<file path="src/rtl/display_scanner_pkg.sv">
// Shared constants and helpers for the multiplexed 7-segment scanner.
package display_scanner_pkg;

  localparam logic [3:0] BCD_MAX = 4'd9;

  // Returns a word with the low n bits set, i.e. every anode switched off.
  function automatic logic [7:0] anode_off(input int unsigned n);
    return 8'((1 << n) - 1);
  endfunction

endpackage

</file>
<file path="src/rtl/display_scanner_scan_timer.sv">
// Slot timing for the scanner: slot counter, digit index, frame counter and blink phase.
module scan_timer #(
  parameter int DIGITS       = 4,
  parameter int SCAN_DIV     = 50000,
  parameter int GUARD        = 500,
  parameter int BLINK_FRAMES = 64
) (
  input  logic                      clk,
  input  logic                      rst_n,
  input  logic                      run,
  output logic [$clog2(DIGITS)-1:0] idx,
  output logic                      in_guard,
  output logic                      phase
);

  localparam int CNT_W = $clog2(SCAN_DIV);
  localparam int IDX_W = $clog2(DIGITS);
  localparam int FRM_W = $clog2(BLINK_FRAMES + 1);

  logic [CNT_W-1:0] cnt_q, cnt_d;
  logic [IDX_W-1:0] idx_q, idx_d;
  logic [FRM_W-1:0] frame_q, frame_d;
  logic             phase_q, phase_d;

  always_comb begin
    cnt_d   = cnt_q;
    idx_d   = idx_q;
    frame_d = frame_q;
    phase_d = phase_q;
    if (run) begin
      if (cnt_q == CNT_W'(SCAN_DIV - 1)) begin
        cnt_d = '0;
        if (idx_q == IDX_W'(DIGITS - 1)) begin
          idx_d = '0;
          // Blink phase flips once per BLINK_FRAMES complete scans.
          if (frame_q == FRM_W'(BLINK_FRAMES - 1)) begin
            frame_d = '0;
            phase_d = ~phase_q;
          end else begin
            frame_d = frame_q + FRM_W'(1);
          end
        end else begin
          idx_d = idx_q + IDX_W'(1);
        end
      end else begin
        cnt_d = cnt_q + CNT_W'(1);
      end
    end
  end

  always_ff @(posedge clk or negedge rst_n) begin
    if (!rst_n) begin
      cnt_q   <= '0;
      idx_q   <= '0;
      frame_q <= '0;
      phase_q <= 1'b0;
    end else begin
      cnt_q   <= cnt_d;
      idx_q   <= idx_d;
      frame_q <= frame_d;
      phase_q <= phase_d;
    end
  end

  assign idx      = idx_q;
  assign in_guard = (cnt_q < CNT_W'(GUARD));
  assign phase    = phase_q;

endmodule

</file>
<file path="src/rtl/display_scanner.sv">
// Time-multiplexed driver for a common-anode 7-segment display with blanking and blink.
module display_scanner
  import display_scanner_pkg::*;
#(
  parameter int DIGITS       = 4,
  parameter int SCAN_DIV     = 50000,
  parameter int GUARD        = 500,
  parameter int BLINK_FRAMES = 64
) (
  input  logic                  clk,
  input  logic                  rst_n,
  input  logic [4*DIGITS-1:0]   value,
  input  logic                  load,
  input  logic                  lzb_en,
  input  logic [DIGITS-1:0]     blink_mask,
  output logic [3:0]            bcdout,
  output logic                  blank,
  output logic [DIGITS-1:0]     an
);

  localparam int                IDX_W  = $clog2(DIGITS);
  localparam logic [DIGITS-1:0] AN_OFF = DIGITS'(anode_off(DIGITS));

  logic [1:0]            sync_q, sync_d;
  logic                  run;
  logic [4*DIGITS-1:0]   shadow_q, shadow_d;
  logic [DIGITS-1:0]     an_q, an_d;
  logic [3:0]            bcd_q, bcd_d;
  logic                  blank_q, blank_d;
  logic [IDX_W-1:0]      idx;
  logic                  in_guard;
  logic                  phase;
  logic [4*DIGITS-1:0]   upper;

  scan_timer #(
    .DIGITS       (DIGITS),
    .SCAN_DIV     (SCAN_DIV),
    .GUARD        (GUARD),
    .BLINK_FRAMES (BLINK_FRAMES)
  ) u_timer (
    .clk      (clk),
    .rst_n    (rst_n),
    .run      (run),
    .idx      (idx),
    .in_guard (in_guard),
    .phase    (phase)
  );

  // Everything stays frozen until reset release has passed through both sync flops.
  always_comb begin
    sync_d   = {sync_q[0], 1'b1};
    run      = sync_q[1];
    shadow_d = (run && load) ? value : shadow_q;
    upper    = shadow_q >> (4 * idx);
    an_d     = an_q;
    bcd_d    = bcd_q;
    blank_d  = blank_q;
    if (run) begin
      an_d    = in_guard ? AN_OFF : ~(DIGITS'(1) << idx);
      bcd_d   = upper[3:0];
      // Digit 0 is never zero-suppressed; higher digits blank when they and all above are 0.
      blank_d = (upper[3:0] > BCD_MAX)
              || (lzb_en && (idx != '0) && (upper == '0))
              || (blink_mask[idx] && phase);
    end
  end

  always_ff @(posedge clk or negedge rst_n) begin
    if (!rst_n) begin
      sync_q   <= '0;
      shadow_q <= '0;
      an_q     <= AN_OFF;
      bcd_q    <= '0;
      blank_q  <= 1'b1;
    end else begin
      sync_q   <= sync_d;
      shadow_q <= shadow_d;
      an_q     <= an_d;
      bcd_q    <= bcd_d;
      blank_q  <= blank_d;
    end
  end

  assign an     = an_q;
  assign bcdout = bcd_q;
  assign blank  = blank_q;

endmodule

</file>
<file path="config.mk">
export PLATFORM = sky130hd
export DESIGN_NAME = display_scanner
export DESIGN_NICKNAME = d
export VERILOG_FILES = /design/src/rtl/display_scanner_pkg.sv /design/src/rtl/display_scanner_scan_timer.sv /design/src/rtl/display_scanner.sv
export SDC_FILE = /design/constraint.sdc
export NUM_CORES = 1
export LEC_CHECK = 0
export ABC_AREA = 0
export CORE_MARGIN = 2
export CORE_UTILIZATION = 30
export CTS_CLUSTER_DIAMETER = 80
export CTS_CLUSTER_SIZE = 8
export DETAILED_ROUTE_END_ITERATION = 10
export GPL_ROUTABILITY_DRIVEN = 0
export GPL_TIMING_DRIVEN = 0
export PLACE_DENSITY = 0.61
export SYNTH_ARGS = -nofsm -noshare
export SYNTH_HDL_FRONTEND = slang
export SYNTH_SLANG_ARGS = --single-unit
</file>
<file path="constraint.sdc">
create_clock -name clk -period 1.87 [get_ports clk]
set_input_delay 0.4675 -clock clk [delete_from_list [all_inputs] [get_ports clk]]
set_output_delay 0.4675 -clock clk [all_outputs]
set_load 0.03 [all_outputs]
</file>
Yosys cells after proc, flatten, opt, wreduce, memory -nomap -nowiden

Index checks and enable logic that the tools add are counted.

Register bits: 53
Input bits: 24
Output and inout port bits: 9
Word-level logic and storage cells: 39

Add/sub/neg operators: 3
Magnitude comparators: 3
Equality and inequality tests: 3
Shift operators: 2
Multiplexer cells: 6
Bitwise operators: 2
Reductions and logical operators: 11

Operators with widths:

| cell                                                                           | number |
|---|---|
| 16-bit by 1-bit adder with 16-bit output (second input constant)               | 1 |
| 16-bit equality test (second input constant)                                   | 1 |
| 16-bit logical NOT                                                             | 1 |
| 16-bit by 9-bit less-than comparator with 1-bit output (second input constant) | 1 |
| 16-bit 2-to-1 mux                                                              | 1 |
| 16-bit by 4-bit right shift with 16-bit output                                 | 1 |
| 7-bit by 1-bit adder with 7-bit output (second input constant)                 | 1 |
| 7-bit by 6-bit equality test with 1-bit output (second input constant)         | 1 |
| 7-bit 2-to-1 mux                                                               | 1 |
| 4-bit greater-than comparator (second input constant)                          | 1 |
| 1-bit logical AND                                                              | 4 |
| 4-bit 2-to-1 mux                                                               | 1 |
| 4-bit NOT                                                                      | 1 |
| 4-bit AND reduction                                                            | 1 |
| 1-bit by 2-bit << shifter with 4-bit output (first input constant)             | 1 |
| 2-bit by 3-bit less-than comparator with 1-bit output (second input constant)  | 1 |
| 3-bit AND reduction                                                            | 1 |
| 2-bit by 1-bit adder with 2-bit output (second input constant)                 | 1 |
| 1-bit binary-select mux with 2-bit select                                      | 1 |
| 2-bit equality test (second input constant)                                    | 1 |
| 1-bit logical OR                                                               | 2 |
| 2-bit 2-to-1 mux                                                               | 1 |
| 2-bit AND reduction                                                            | 1 |
| 2-bit nonzero test                                                             | 1 |
| 2 further kinds                                                                | 2 |

Logic depth before layout (Yosys ltp)

Gate-level depths: netlist (run 1).

Depth after elaboration: 5
Gate-level depth with buffers: 7
Depth with buffers taken out: 6

Cells and area by module

A second synthesis (run 1) with hierarchy kept.

Cell total of the unflattened synthesis: 207
Area, all modules: 2575.0 µm²

Modules (own cells, without submodules):

| module          | instances | cells each | area each (µm²) | sequential area each (µm²) |
|---|---|---|---|---|
| scan_timer      | 1         | 119        | 1328.8          | 650.6 |
| display_scanner | 1         | 88         | 1246.2          | 681.9 |

Worst setup path after synthesis (run 1)

Ideal clock, no wire load.

Path type: register -> register
Start: reg u_timer.idx_q[0], in the netlist u_timer.idx[0]
End: reg blank_q, in the netlist blank
Library setup time: 0.061 ns
Arrival: 1.726 ns
Data required time: 1.809 ns
Path slack: 0.083 ns
Stages on the path, launching flop included: 6
Path buffers: 1
Clock period less this slack: 1.787 ns
Cells stage by stage: dfrtp_1 > buf_4 > mux4_2 > or2_0 > a2111oi_1 > o22a_1

Cells in the longest elaborated chain, start to end: 5
Elaborated cells between the ends (all ways): 11
Those cells by class: order compare (1); shift (1); mux (2); reduce/logical (7)

Ends and longest elaborated chain:

| what                                                                                  | RTL line                         | source |
|---|---|---|
| from (decl)                                                                           | display_scanner_scan_timer.sv:21 | `logic [IDX_W-1:0] idx_q, idx_d;` |
| from (signal assigned)                                                                | display_scanner_scan_timer.sv:59 | `idx_q <= idx_d;` |
| parallel branches: the longest is 4 deep, another holds 4-bit greater-than comparator | -                                |  |
| 1-bit logical OR (*)                                                                  | display_scanner.sv:64            | `\|\| (blink_mask[idx] && phase);` |
| to (signal assigned)                                                                  | display_scanner.sv:80            | `blank_q <= blank_d;` |
| to (decl)                                                                             | display_scanner.sv:29            | `logic blank_q, blank_d;` |

Mark *: on every way between the ends. The select of a mux whose other input is x is not followed.
A chain may end at the register's enable or synchronous reset.

Worst setup path after layout (run 1)

Start: reg bcd_q[1], in the netlist bcdout[1]
End: out bcdout[1]

RTL lines:

| what                   | RTL line              | source |
|---|---|---|
| from (decl)            | display_scanner.sv:28 | `logic [3:0] bcd_q, bcd_d;` |
| from (signal assigned) | display_scanner.sv:73 | `bcd_q <= '0;` |
| from (signal assigned) | display_scanner.sv:79 | `bcd_q <= bcd_d;` |
| to (decl)              | display_scanner.sv:16 | `output logic [3:0] bcdout,` |

No word-level cell between the ends.

==> metrics, run 1 <==
most frequent cell after synthesis=dfrtp_1; synthesized flop and latch total=53; area grow syn2layout=26.5%; share of cells above drive strength 1=0.261; fin area=roughly 0.0032 mm^2; maximum VDD drop=0.476 mV; CP max-delay cell=clkdlybuf4s50_1; Final Cycle Share=0.969; asr flop ratio synth=1.00; slowest stage delay, CP=about 0.68 ns; P per Cell Area=around 780 mW/mm^2; setup_tns=0 ns; latest clock arrival within the worst-skew pair=0.31 ns; Final Non-Filler Cells=around 370; DR vias=about 1800; synth cell count leaders=dfrtp_1 (48), mux2_2 (22), nor2_1 (17); DRC Markers=0; Initial Util=0.309; final worst path period need=1.81 ns; Worst Tran Pin Value=between 0.7 and 0.8 ns; relative slew slack=0.518; Sink Count=53; # rows=33; Die Area=roughly 0.0092 mm^2; CTS max path bufs=2; CTS tree=yes; fin worst setup slack=slightly below 0.06 ns; overall routing resource usage=0.131; Post-Synthesis Cells=214; Worst EP arrival=approximately 1.3 ns; final worst clock skew=roughly 0.0087 ns; Yosys top cell area share=0.473; Tot Pwr=approximately 2.5 mW; ANT cells=0; Core ar.=around 0.0082 mm^2; vias per cell=5.03; number of flops mapped to enable cells by yosys=0; Core Util, Final=0.391; Netlist cell types=48; cts bufs inserted=5; Root Driver=clkbuf_8; Final Hold Viols=0; Setup crit start kind=register; CTS H-tree lvls=2; synthesized area per cell=about 12 um^2; sw power=slightly above 0.7 mW; hold slack=approximately 0.20 ns; Pleak=about 1.3 nW; I/O pin count=33; dominant cell type by area after synthesis=dfrtp_1; RSZ-0062 raised after global routing=yes; Internal Power=between 1.5 and 2 mW; WL final=about 5300 um; initial drt markers=76; mapped cell area=0.00254 mm^2; Crit Path Class=reg -> out; final antenna-violating net count=0; post-synthesis net count=244; worst path required time=1.40 ns; CP Buf/Inv Count=1; Worst-path clk slew=~0.09 ns; Largest delay share family, worst path=buffers and inverters; Highest Clock Rate=approximately 0.55 GHz; register area share after synthesis=0.525; Inst Count DP=roughly 350; number of port buffers=32; largest net degree at the start of global routing=31; clock share of power=0.252; Gate power share=0.189; Final setup viols=0; Flop pwr share=0.560; HPWL after DPL=~4000 um; critical-path cell list=clkdlybuf4s50_1; dpl ws=-0.240 ns; Net Sw Frac=0.283; drt pass-1 iters=4; Layout Nets=290; Primary FF master, synth=dfrtp_1; synth warn=0; initial antenna violation count=0; total gr overflow=0; worst-path fanout max=2; Die Y=96.0 um; vias in the first global route=roughly 1900; routed length per placed instance=between 10 and 15 um; maxcap violations=0; Post-DP Area=roughly 0.003 mm^2; crit end category=output port; worst min-delay path category=in -> async; top cells by area, synth=dfrtp_1 (47%), mux2_2 (9.8%), dfstp_2 (5.2%), mux4_2 (4.4%), ha_1 (3.0%); first-pass GRT wire length=around 9500 um; run status=finished, final reports clean; Slew Viols, Final=0; Chip Width=roughly 96 um
-- cell usage in the layout (no fill, tap or decap), types with 5 or more instances in the layout --
cell | synthesis | final
a21oi_1 | 8 | 7
buf_4 | 2 | 8
clkbuf_1 | 4 | 5
clkbuf_8 | 0 | 5
clkdlybuf4s50_1 | 0 | 25
dfrtp_1 | 48 | 43
dfrtp_2 | 0 | 5
dfstp_2 | 5 | 5
dlygate4sd2_1 | 0 | 5
ha_1 | 6 | 5
inv_1 | 5 | 5
mux2_2 | 22 | 22
mux4_2 | 5 | 5
nand2_1 | 9 | 9
nand3_1 | 9 | 8
nand4_1 | 7 | 7
nor2_1 | 17 | 17
xnor2_1 | 7 | 7
xor2_1 | 7 | 7
-- per-layer routing --
metal,routed length (um),vias up,GRT usage
met5,0,-,0
met3,181,6,0.0290
met4,53,0,0.0333
li1,-,884,-
met2,2580,32,0.209
met1,2530,918,0.180
-- cell families after synthesis --
group,after synthesis,synth area share
multiplexers,27,0.142
AND/OR/NAND/NOR,68,0.142
other,1,0.00148
AO/OA/AOI/OAI,30,0.0852
adder cells (fa/ha/maj),6,0.0296
buffers and inverters,15,0.0266
flip-flops,53,0.525
XOR/XNOR,14,0.0483
-- flip-flops by register name (all words and copies together), names as in the netlist --
register and cells:
an 4, bcdout 4, blank 1, shadow_q 16, sync_q 2, u_timer.cnt_q 16, u_timer.frame_q 7, u_timer.idx 2
u_timer.phase 1
-- power by group through the flow --
stage | registers, mW | logic, mW | clock network [mW]
floorplan | 1.42 | 0.241 | 0
global placement | 1.41 | 0.438 | 0
detailed placement | 1.41 | 0.450 | 0
CTS | 1.39 | 0.461 | 0.655
global route | 1.42 | 0.531 | 0.696
finish | 1.40 | 0.470 | 0.629
-- area by class of cell --
| class | instances | area [um^2] |
|---|---|---|
| Tap cell | 105 | 131 |
| Multi-Input combinational cell | 146 | 1190 |
| Sequential cell | 53 | 1340 |
| Fill cell | 811 | 5000 |
| Buffer | 8 | 51.3 |
| Clock buffer | 8 | 80.1 |
| Timing Repair Buffer | 41 | 399 |
| Inverter | 5 | 18.8 |
-- final timing paths --
kind                                         from                 end  slack [ns]  cells past startpoint
worst max-delay path                    bcdout[1]           bcdout[1]        0.06                      1
worst min-delay path                        rst_n    u_timer.cnt_q[4]        0.20                      1
worst max register to register  u_timer.cnt_q[11]  u_timer.frame_q[6]        0.08                      5
worst min register to register          sync_q[0]           sync_q[1]        0.36                      0
max in group asynchronous                   rst_n               an[3]        1.01                      2
min in group clk                        sync_q[0]           sync_q[1]        0.36                      0
-- repair_timing --
action | in CTS | in global routing
hold buffers | 0 | 0
pin swaps | 2 | 5
gates resized for setup | 11 | 14
setup buffers | 3 | 5
endpoints found under the setup margin | 16 | 21
Power figures use the tool's default switching activity.
==> inputs of run 2 (changes only) <==
CORE_ASPECT_RATIO = 1.5   (was not set)
SKIP_LAST_GASP = 1   (was not set)
==> metrics, run 2 (synthesis gave the netlist of run 1 again) <==
run status=finished, final reports clean; Crit Path Class=reg -> out; Slew Viols, Final=0; final worst clock skew=about 0.009 ns; vias in the first global route=about 1900; Die Y=117 um; relative slew slack=0.643; crit end category=output port; initial antenna violation count=0; # rows=41; vias per cell=4.98; P per Cell Area=about 860 mW/mm^2; CTS H-tree lvls=2; slowest stage delay, CP=roughly 0.69 ns; critical-path cell list=clkdlybuf4s50_1; area grow syn2layout=28.2%; Core ar.=approximately 0.0083 mm^2; maxcap violations=0; drt pass-1 iters=4; Sink Count=53; routed length per placed instance=approximately 15 um; total gr overflow=0; Setup crit start kind=register; fill cell count=~840; Highest Clock Rate=between 0.5 and 0.6 GHz; maximum VDD drop=0.401 mV; initial drt markers=100; worst-path fanout max=2; DR vias=roughly 1800; final antenna-violating net count=0; Pleak=~1.3 nW; final worst path period need=about 1.8 ns; critical path depth=1; Root Driver=clkbuf_16; ANT cells=0; CTS tree=yes; Final Non-Filler Cells=about 370; I/O pin count=33; HPWL after DPL=approximately 4000 um; Inst Count DP=between 300 and 400; commonest non-fill, non-tap cells in the layout=dfrtp_1 (43), clkdlybuf4s50_1 (26), mux2_2 (22); overall routing resource usage=0.125; Layout Nets=just under 300; latest clock arrival within the worst-skew pair=~0.30 ns; share of cells above drive strength 1=0.258; Largest delay share family, worst path=buffers and inverters; Final Hold Viols=0; Final Cycle Share=0.979; largest net degree at the start of global routing=41; Tot Pwr=approximately 2.8 mW; worst path required time=~1.4 ns; cts bufs inserted=5; number of port buffers=32; Worst Tran Pin Value=0.536 ns; DRC Markers=0; CTS max path bufs=2; worst min-delay path category=in -> async; Core Util, Final=0.392; dpl ws=-0.224 ns; CP Buf/Inv Count=1; CP max-delay cell=clkdlybuf4s50_1; Final setup viols=0; Largest regs=shadow_q x16, u_timer.cnt_q x16, u_timer.frame_q x7; Worst EP arrival=1.36 ns; Worst-path clk slew=around 0.070 ns; fin worst setup slack=0.0391 ns; Post-DP Area=~0.003 mm^2; Die Area=roughly 0.0092 mm^2; RSZ-0062 raised after global routing=yes; most common cell after layout, fill and taps aside=dfrtp_1; Initial Util=0.306; hold slack=approximately 0.079 ns; R2R depth=5; Chip Width=around 80 um; fin area=approximately 0.0033 mm^2; first-pass GRT wire length=between 8000 and 9000 um; setup_tns=0 ns; WL final=about 5300 um
==> run 2: cell count changes in the layout (fill, tap and decap cells not counted), moves of 2 or more <==
cell        before  now
clkbuf_8         5    0
clkbuf_16        0    5
clkinvlp_4       0    2
clkbuf_1         5    3
==> run 2: repair_timing <==
item,4_1_cts,5_1_grt
endpoints found under the setup margin,19,11
setup buffers,3,3
hold buffers,0,0
pin swaps,0,3
gates resized for setup,11,10
==> run 2: area by class of cell <==
cell class	instances	area (um^2)	area share
plain buffers	9	51.3	0.0158
clock buffers	5	125	0.0384
clock inverters	3	26.3	0.00807
inverters	5	18.8	0.00576
multi-input cells	146	1190	0.365
flip-flops and latches	53	1340	0.411
well taps	107	134	0.0411
repair buffers	39	374	0.115
==> run 2: path summary, 6_finish.rpt <==
| kind | from | end | slack (ns) |
|---|---|---|---|
| worst max-delay path | bcdout[3] | bcdout[3] | 0.04 |
| worst min-delay path | rst_n | u_timer.cnt_q[4] | 0.08 |
| worst max register to register | u_timer.cnt_q[13] | u_timer.frame_q[6] | 0.07 |
| worst min register to register | sync_q[0] | sync_q[1] | 0.35 |
| max in group asynchronous | rst_n | blank | 1.21 |
| min in group clk | sync_q[0] | sync_q[1] | 0.35 |
==> run 2: where the power goes <==
part,switching (mW),leakage (nW),internal (mW)
Combinational,0.222,0.580,0.249
Clock,0.421,0.0680,0.505
Sequential,0.120,0.658,1.28
==> run 2: per-layer routing <==
metal / global-route usage / wire length (um)
met1: 0.142 / 2090
met2: 0.227 / 2950
met3: 0.0286 / 202
met4: 0.0460 / 84
met5: 0 / 0
